$ cat config.mk
export PLATFORM = sky130hd
export DESIGN_NAME = mem_port_arbiter
export DESIGN_NICKNAME = d
export VERILOG_FILES = /design/src/rtl/mem_port_arbiter_pkg.sv /design/src/rtl/mem_port_arbiter_packer.sv /design/src/rtl/mem_port_arbiter.sv
export SDC_FILE = /design/constraint.sdc
export NUM_CORES = 1
export LEC_CHECK = 0
export CAP_MARGIN = 20
export CORE_AREA = 3 3 136 138
export CTS_CLUSTER_SIZE = 24
export DETAILED_ROUTE_END_ITERATION = 8
export DIE_AREA = 0 0 139 141
export PLACE_DENSITY = 0.8
export SLEW_MARGIN = 25
export SYNTH_ARGS = -nofsm -noshare
export SYNTH_HDL_FRONTEND = slang
export SYNTH_SLANG_ARGS = --single-unit
$ cat constraint.sdc
create_clock -name clk -period 5.28 [get_ports clk]
set_input_delay 1.056 -clock clk [delete_from_list [all_inputs] [get_ports clk]]
set_output_delay 1.056 -clock clk [all_outputs]
set_load 0.005 [all_outputs]
$ cat src/rtl/mem_port_arbiter_pkg.sv
// Shared definitions for the memory port arbiter: access width codes,
// FSM state encodings and the default starvation limit.
package mem_port_arbiter_pkg;

  localparam int STARVE_LIMIT_DEF = 4;

  localparam logic [1:0] WIDTH_BYTE = 2'b00;
  localparam logic [1:0] WIDTH_HALF = 2'b01;
  localparam logic [1:0] WIDTH_WORD = 2'b10;

  typedef enum logic [2:0] {
    ST_IDLE    = 3'd0,
    ST_RD_ADDR = 3'd1,
    ST_RD_LAST = 3'd2,
    ST_WR      = 3'd3,
    ST_DONE    = 3'd4
  } arb_state_t;

  // Index of the final byte of an access; code 11 behaves as a word.
  function automatic logic [1:0] last_byte_idx(input logic [1:0] width);
    case (width)
      WIDTH_BYTE: last_byte_idx = 2'd0;
      WIDTH_HALF: last_byte_idx = 2'd1;
      default:    last_byte_idx = 2'd3;
    endcase
  endfunction

endpackage

$ cat src/rtl/mem_port_arbiter_packer.sv
// Combinational read-data packer: takes the little-endian assembled bytes
// of a 1/2/4-byte read and zero- or sign-extends it to 32 bits.
module mem_byte_packer
  import mem_port_arbiter_pkg::*;
(
  input  logic [31:0] bytes_in,
  input  logic [1:0]  width,
  input  logic        is_signed,
  output logic [31:0] word_out
);

  // Select the valid bytes and fill the upper bits with the extension bit.
  always_comb begin
    word_out = bytes_in;
    case (width)
      WIDTH_BYTE: word_out = {{24{is_signed & bytes_in[7]}}, bytes_in[7:0]};
      WIDTH_HALF: word_out = {{16{is_signed & bytes_in[15]}}, bytes_in[15:0]};
      default:    word_out = bytes_in;
    endcase
  end

endmodule

$ cat src/rtl/mem_port_arbiter.sv
// Arbiter sharing one byte-serial RAM port between an instruction fetch
// requester and a load/store requester. Data normally wins, but an
// instruction fetch is forced through after STARVE_LIMIT back-to-back data
// grants. Reads spend N cycles issuing addresses plus one to catch the last
// byte (the RAM answers one cycle late); writes spend N cycles in WR.
module mem_port_arbiter
  import mem_port_arbiter_pkg::*;
#(
  parameter int STARVE_LIMIT = STARVE_LIMIT_DEF
) (
  input  logic        clk,
  input  logic        rst_n,
  input  logic        rdy,
  input  logic        flush,
  input  logic        inst_req,
  input  logic [31:0] inst_addr,
  output logic [31:0] inst_rdata,
  output logic        inst_done,
  input  logic        data_req,
  input  logic        data_we,
  input  logic [1:0]  data_width,
  input  logic        data_signed,
  input  logic [31:0] data_addr,
  input  logic [31:0] data_wdata,
  output logic [31:0] data_rdata,
  output logic        data_done,
  input  logic [7:0]  mem_din,
  output logic [7:0]  mem_dout,
  output logic [31:0] mem_a,
  output logic        mem_wr,
  output logic        busy
);

  localparam int CNT_W = $clog2(STARVE_LIMIT + 1);
  localparam logic [CNT_W-1:0] STARVE_MAX = CNT_W'(STARVE_LIMIT);
  localparam logic [CNT_W-1:0] CNT_ONE = CNT_W'(1);

  arb_state_t state, state_next;

  logic [CNT_W-1:0] starve_cnt;
  logic [1:0]       idx;
  logic [1:0]       prev_idx;
  logic [1:0]       next_idx;
  logic [1:0]       width_q;
  logic [1:0]       last_idx;
  logic             owner_inst;
  logic             signed_q;
  logic [31:0]      wdata_q;
  logic [31:0]      rbuf;
  logic [31:0]      pack_in;
  logic [31:0]      pack_out;
  logic             grant_inst;
  logic             grant_data;
  logic             flush_abort;

  assign last_idx    = last_byte_idx(width_q);
  assign prev_idx    = idx - 2'd1;
  assign next_idx    = idx + 2'd1;
  assign flush_abort = owner_inst & flush;
  assign busy        = (state != ST_IDLE);
  assign mem_wr      = (state == ST_WR);

  // Arbitration in IDLE: data first, unless the fetch side has starved long
  // enough; a flush blocks any fetch grant in that cycle.
  always_comb begin
    grant_inst = 1'b0;
    grant_data = 1'b0;
    if (state == ST_IDLE) begin
      if (inst_req && !flush && (!data_req || starve_cnt == STARVE_MAX)) begin
        grant_inst = 1'b1;
      end else if (data_req) begin
        grant_data = 1'b1;
      end
    end
  end

  // Next-state selection; flush only aborts fetches still reading.
  always_comb begin
    state_next = state;
    case (state)
      ST_IDLE: begin
        if (grant_inst) begin
          state_next = ST_RD_ADDR;
        end else if (grant_data) begin
          state_next = data_we ? ST_WR : ST_RD_ADDR;
        end
      end
      ST_RD_ADDR: begin
        if (flush_abort) begin
          state_next = ST_IDLE;
        end else if (idx == last_idx) begin
          state_next = ST_RD_LAST;
        end
      end
      ST_RD_LAST: state_next = flush_abort ? ST_IDLE : ST_DONE;
      ST_WR:      if (idx == last_idx) state_next = ST_DONE;
      ST_DONE:    state_next = ST_IDLE;
      default:    state_next = ST_IDLE;
    endcase
  end

  // State register, frozen while rdy is low.
  always_ff @(posedge clk or negedge rst_n) begin
    if (!rst_n) begin
      state <= ST_IDLE;
    end else if (rdy) begin
      state <= state_next;
    end
  end

  // Starvation counter: counts data grants made while a fetch is waiting.
  always_ff @(posedge clk or negedge rst_n) begin
    if (!rst_n) begin
      starve_cnt <= '0;
    end else if (rdy) begin
      if (!inst_req || grant_inst) begin
        starve_cnt <= '0;
      end else if (grant_data && starve_cnt != STARVE_MAX) begin
        starve_cnt <= starve_cnt + CNT_ONE;
      end
    end
  end

  // The last read byte is taken straight from the RAM so the result is
  // ready to register on the edge into DONE.
  always_comb begin
    pack_in = rbuf;
    pack_in[{last_idx, 3'b000} +: 8] = mem_din;
  end

  mem_byte_packer u_packer (
    .bytes_in  (pack_in),
    .width     (width_q),
    .is_signed (signed_q),
    .word_out  (pack_out)
  );

  // Transaction datapath: latch the request at grant, walk the address,
  // collect read bytes, shift out write bytes and raise the done pulse.
  always_ff @(posedge clk or negedge rst_n) begin
    if (!rst_n) begin
      idx        <= 2'd0;
      owner_inst <= 1'b0;
      width_q    <= WIDTH_BYTE;
      signed_q   <= 1'b0;
      wdata_q    <= 32'd0;
      rbuf       <= 32'd0;
      mem_a      <= 32'd0;
      mem_dout   <= 8'd0;
      inst_rdata <= 32'd0;
      data_rdata <= 32'd0;
      inst_done  <= 1'b0;
      data_done  <= 1'b0;
    end else if (rdy) begin
      case (state)
        ST_IDLE: begin
          if (grant_inst) begin
            owner_inst <= 1'b1;
            width_q    <= WIDTH_WORD;
            signed_q   <= 1'b0;
            wdata_q    <= 32'd0;
            mem_a      <= inst_addr;
            idx        <= 2'd0;
            rbuf       <= 32'd0;
          end else if (grant_data) begin
            owner_inst <= 1'b0;
            width_q    <= data_width;
            signed_q   <= data_signed;
            wdata_q    <= data_wdata;
            mem_a      <= data_addr;
            mem_dout   <= data_wdata[7:0];
            idx        <= 2'd0;
            rbuf       <= 32'd0;
          end
        end
        ST_RD_ADDR: begin
          if (!flush_abort) begin
            if (idx != 2'd0) begin
              rbuf[{prev_idx, 3'b000} +: 8] <= mem_din;
            end
            if (idx != last_idx) begin
              idx   <= next_idx;
              mem_a <= mem_a + 32'd1;
            end
          end
        end
        ST_RD_LAST: begin
          if (!flush_abort) begin
            if (owner_inst) begin
              inst_rdata <= pack_out;
              inst_done  <= 1'b1;
            end else begin
              data_rdata <= pack_out;
              data_done  <= 1'b1;
            end
          end
        end
        ST_WR: begin
          if (idx != last_idx) begin
            idx      <= next_idx;
            mem_a    <= mem_a + 32'd1;
            mem_dout <= wdata_q[{next_idx, 3'b000} +: 8];
          end else begin
            data_done <= 1'b1;
          end
        end
        ST_DONE: begin
          inst_done <= 1'b0;
          data_done <= 1'b0;
        end
        default: ;
      endcase
    end
  end

endmodule
======== After elaboration in Yosys (flattened, before gate mapping) ========
Index checks and enable logic that the tools add are counted.
W data, S select, Z words.
operators by class
  $add $sub $neg .......................... 6
  multipliers ............................. 0
  divide/modulo/power cells ............... 0
  $lt $le $gt $ge ......................... 0
  equality and inequality tests ........... 21
  shift-type cells ........................ 5
  muxes and demuxes ....................... 53
  bitwise logic cells ..................... 5
  reductions and logical operators ........ 29
operators by type and width
  operator                  count
  $mux W32                  10
  $pmux W32 S2              2
  $pmux W32 S3              1
  $bwmux W32                2
  $shift A8 B7 Y32 const A  2
  $shiftx A8 B7 Y32         2
  $add A32 B1 Y32 const B   1
  $shiftx A32 B6 Y8         1
  $mux W3                   8
  $mux W8                   3
  $reduce_and A4 Y1         5
  $ne A2 B2 Y1 const B      8
  $pmux W8 S2               1
  $reduce_and A5 Y1         3
  $mux W1                   14
  $mux W2                   7
  $neg A5 Y7                2
  $pmux W3 S4               1
  $reduce_bool A2 Y1        6
  $ne A3 B3 Y1 const B      3
  $reduce_bool A3 Y1        3
  $eq A3 B2 Y1 const B      2
  $eq A3 B3 Y1 const B      2
  $pmux W2 S3               1
  20 further kinds          29
storage, ports and cells
  register bits ........................... 182
  latch bits .............................. 0
  memory bits (writable) .................. 0
  ROM bits ................................ 0
  input port bits ......................... 114
  output and inout port bits .............. 108
  memories kept ........................... 0

======== Logic depth before layout (Yosys ltp) ========
  depth after elaboration ................. 8
  mapped depth ............................ 9

======== Modules after synthesis ========
A second synthesis with hierarchy kept.
unflattened totals
  cells, all modules ...................... 910
  area, all modules ....................... 9798.1 µm²
modules (own cells, without submodules)
  module            times used  cells each  area each (µm²)  sequential area each (µm²)
  mem_port_arbiter  1           844         9412.8           4554.4
  mem_byte_packer   1           66          385.4            0.0

======== Worst setup path after synthesis ========
No wires, ideal clock.
  kind .................................... in2reg
  start point ............................. input port rdy
  end point ............................... register inst_rdata[0]
  data arrival time ....................... 2426 ps
  data required time ...................... 5145 ps
  path slack .............................. 2719 ps
  stages on the path ...................... 7
  cells stage by stage .................... clkbuf_1 nand2_1 or4b_4 buf_2 buf_2 nand2_1 o21ai_0
on the way
  longest elaborated chain between the ends .. 1
ends and longest elaborated chain
  element                             RTL line                 source
  from (decl)                         mem_port_arbiter.sv:13   input logic rdy,
  $reduce_and A4 Y1 (no source line)  n/a
  to (signal assigned)                mem_port_arbiter.sv:190  inst_rdata <= pack_out;
  to (decl)                           mem_port_arbiter.sv:17   output logic [31:0] inst_rdata,
No other way between the ends.
A chain may end at the register's enable or synchronous reset.

======== Worst setup path after layout ========
  start point ............................. register state[1]
  end point ............................... output port mem_wr
on the way
  longest elaborated chain between the ends .. 1
ends and longest elaborated chain
  element                 RTL line                 source
  from (decl)             mem_port_arbiter.sv:38   arb_state_t state, state_next;
  from (signal assigned)  mem_port_arbiter.sv:107  state <= state_next;
  $eq A3 B2 Y1            mem_port_arbiter.sv:61   assign mem_wr = (state == ST_WR);
  to (decl)               mem_port_arbiter.sv:30   output logic mem_wr,
No other way between the ends.

==> results.ini <==
[outcome]
status=completed

[global_routing]
grtUsageTotal=0.241
grt_overflow=0
grt_first_pass_wirelength_mm=38.5
antenna_found_initial=0
grt_max_degree=110
first_global_vias=7448

[place]
place_area_um2=11000
dp_slack_ns=1.56
dpl.hpwl_mm=16.7
portBuffers=221
finalWeightedCongestion=0.867
dp_cells=1332

[layout]
nNetsFinal=1249
final_cell_area_um2=11600
drive_gt1_frac=0.0808
fin_util=0.670
syn_to_final_growth_pct=33.3
diodes=0
finalNonFillerCells=1363

[floorplan]
die_area_um2=19600
start_util=0.503
ios=222
die_w_um=139
rows=48
die_height_um=141
core_area_um2=17300

[worst_setup_path]
critPathMaxFanout=14
crit_chain=nand3b_1 > inv_1 > clkdlybuf4s50_1
cpMaxStageDelayCell=dfrtp_1
critPathTopFamily=buffers and inverters
path_buf_inv=2
critPathCaptureType=output port
slowest_delay_ns=0.66
required_ns=4.22
path_class=reg -> out
startpoint_type=flip-flop
cp.arrival_ns=2.43

[synth]
synthesis.nets=1068
synth_simple_gate_area_frac=0.178
synthArstFlopShare=1.00
yosysWarnings=0
synth_cells=945
ys.flop_type=dfrtp_1
synth-edff-count=0
yosysSeqAreaShare=0.501
yosysTopAreaCell=dfrtp_1
syn_area_um2=8690
yosysTopAreaCellShare=0.501
synth_seq_cells=174
ys_types=62
syn_avg_cell_area_um2=9.20
yosys-top-cells-area=dfrtp_1 50%, nand2_1 8.4%, o21ai_0 7.1%, a21oi_1 4.4%, mux2i_1 2.8%
muxShareOfSynthArea=0.0717
synth_compound_area_frac=0.191
yosys.area_share.adder=0.0130
synth_xor_xnor_area_share=0.00302
synth_top_family_by_area=compound AO/OA/AOI/OAI gates

[sta]
setup_viol=0
finalCritPeriodShare=0.661
rsz0062_at_grt=no
tns_ns=0
slew_headroom=0.293
finalClockSkew_ns=0.00930
fmax_ghz=0.287
slew_violations=0
worst_pin_slew_ns=1.06
setup_ws_ns=1.79
finalHoldViolations=0
post-route-min-period_ns=3.49

[clock_tree]
tritoncts=built
cts_buffer_depth=2
cts-root-buf=clkbuf_16
clock_sinks=174
htree_levels=4
cts.clk_slew.worst_paths_ns=0.07
post_cts_buffers=0
cts_resized=0
clock_latency_ns=0.43
postCtsHoldBufs=0
cts_made_buffers=17

[route]
first_pass_iters=5
vias=7798
drtIter0Drc=638
postRouteWirelength_mm=23.9
via_per_inst=5.72
ant_nets=0
drc=0
wl_per_cell_um=17.5

[hold_path]
min_path_type=reg -> reg

[flow_run]
drv_cap=0

[power_and_ir_drop]
power.leakage_nw=4.93
power_density_nw_per_um2=532
peakVddDrop_mv=0.351

path summary, 6_finish.rpt:
kind | start | to | slack (ns) | depth (start not counted)
max reg2reg | idx[0]$_DFFE_PN0P_ | rbuf[6]$_DFFE_PN0P_ | 2.27 | 6
max | state[1]$_DFFE_PN0P_ | mem_wr | 1.79 | 3
min reg2reg | rbuf[3]$_DFFE_PN0P_ | rbuf[3]$_DFFE_PN0P_ | 0.48 | 2
max in group asynchronous | rst_n | inst_rdata[8]$_DFFE_PN0P_ | 3.48 | 2
min | rbuf[3]$_DFFE_PN0P_ | rbuf[3]$_DFFE_PN0P_ | 0.48 | 2
min in group asynchronous | rst_n | inst_rdata[18]$_DFFE_PN0P_ | 0.73 | 1
tightest hold or removal path, delay by kind of cell, from the launching register on:
kind	cells	cell delay, ns
flops	1	0.34
compound gates	1	0.06
simple gates	1	0.04
cells in the mapped netlist, types with 5 or more instances:
cell,count
nand2_1,194
dfrtp_1,174
o21ai_0,124
a21oi_1,77
nor2_1,63
clkbuf_1,40
buf_2,24
mux2i_1,24
mux2_2,18
inv_1,14
nand3_1,14
nand4_1,14
nor3_1,11
and3_1,9
ha_1,9
a31oi_1,8
mux4_2,8
o21ai_1,8
o211ai_1,7
or4_1,7
o22a_1,6
a21o_1,5
a2bb2oi_1,5
a32oi_1,5
and2_1,5
nor4_1,5
flip-flops by register name (all words and copies together), names as in the netlist:
signal / count
wdata_q: 32
state: 3
rbuf: 24
data_rdata: 32
inst_rdata: 32
data_done: 1
mem_dout: 8
inst_done: 1
signed_q: 1
width_q: 2
starve_cnt: 3
idx: 2
owner_inst: 1
mem_a: 32
where the power goes:
part	leakage [nW]	switching (W)	internal, W	total (W)
sequential	2.21	0.000459	0.00184	0.00230
clock	0.279	0.000533	0.000725	0.00126
combinational	2.43	0.00126	0.00135	0.00261
cell usage in the layout, fill, tap and decap left out, drive strengths merged, types with 5 or more instances in the layout:
cell type      count
or4                8
and3               9
a31oi              8
and2               5
dfrtp            174
a221oi             5
nor2              63
o21ai            132
ha                 9
inv               17
mux4               8
clkbuf            21
nand4             15
nand3             15
buf               12
a21o               5
a32oi              5
nand2            194
o211ai             7
o22a               6
a21oi             77
clkdlybuf4s50    220
nor4               6
a2bb2oi            5
mux2              18
nor3              13
mux2i             24
layer usage:
metal | share of wire | up-vias | track usage
met1 | 0.43 | 3735 | 0.343
met5 | 0 | - | 0
met4 | 0.024 | 0 | 0.0814
met2 | 0.48 | 331 | 0.372
li1 | - | 3687 | -
met3 | 0.066 | 45 | 0.0505
logic make-up (layout without fill, tap and decap cells):
group           after synthesis  after routing
simple gates                344            344
compound gates              279            279
flops                       174            174
buf+inv                      86            279
mux                          50             50
fa+ha+maj                     9              9
xor+xnor                      3              3
through the flow:
stage                     hold WS, ns  total power [W]
final                           0.479          0.00617
after global routing            0.501          0.00658
after CTS                       0.484          0.00620
after detailed placement        0.468          0.00492
after global placement          0.457          0.00483
after floorplan                 0.445          0.00364
final cells by class:
| type | count | area, µm² |
|---|---|---|
| Tap cell | 225 | 282 |
| Clock buffer | 20 | 457 |
| Timing Repair Buffer | 233 | 2310 |
| Clock inverter | 11 | 135 |
| Fill cell | 1395 | 5710 |
| Sequential cell | 174 | 4350 |
| Inverter | 15 | 56.3 |
| Multi-Input combinational cell | 685 | 4000 |
Note: power is estimated with default switching activity, not from simulation.
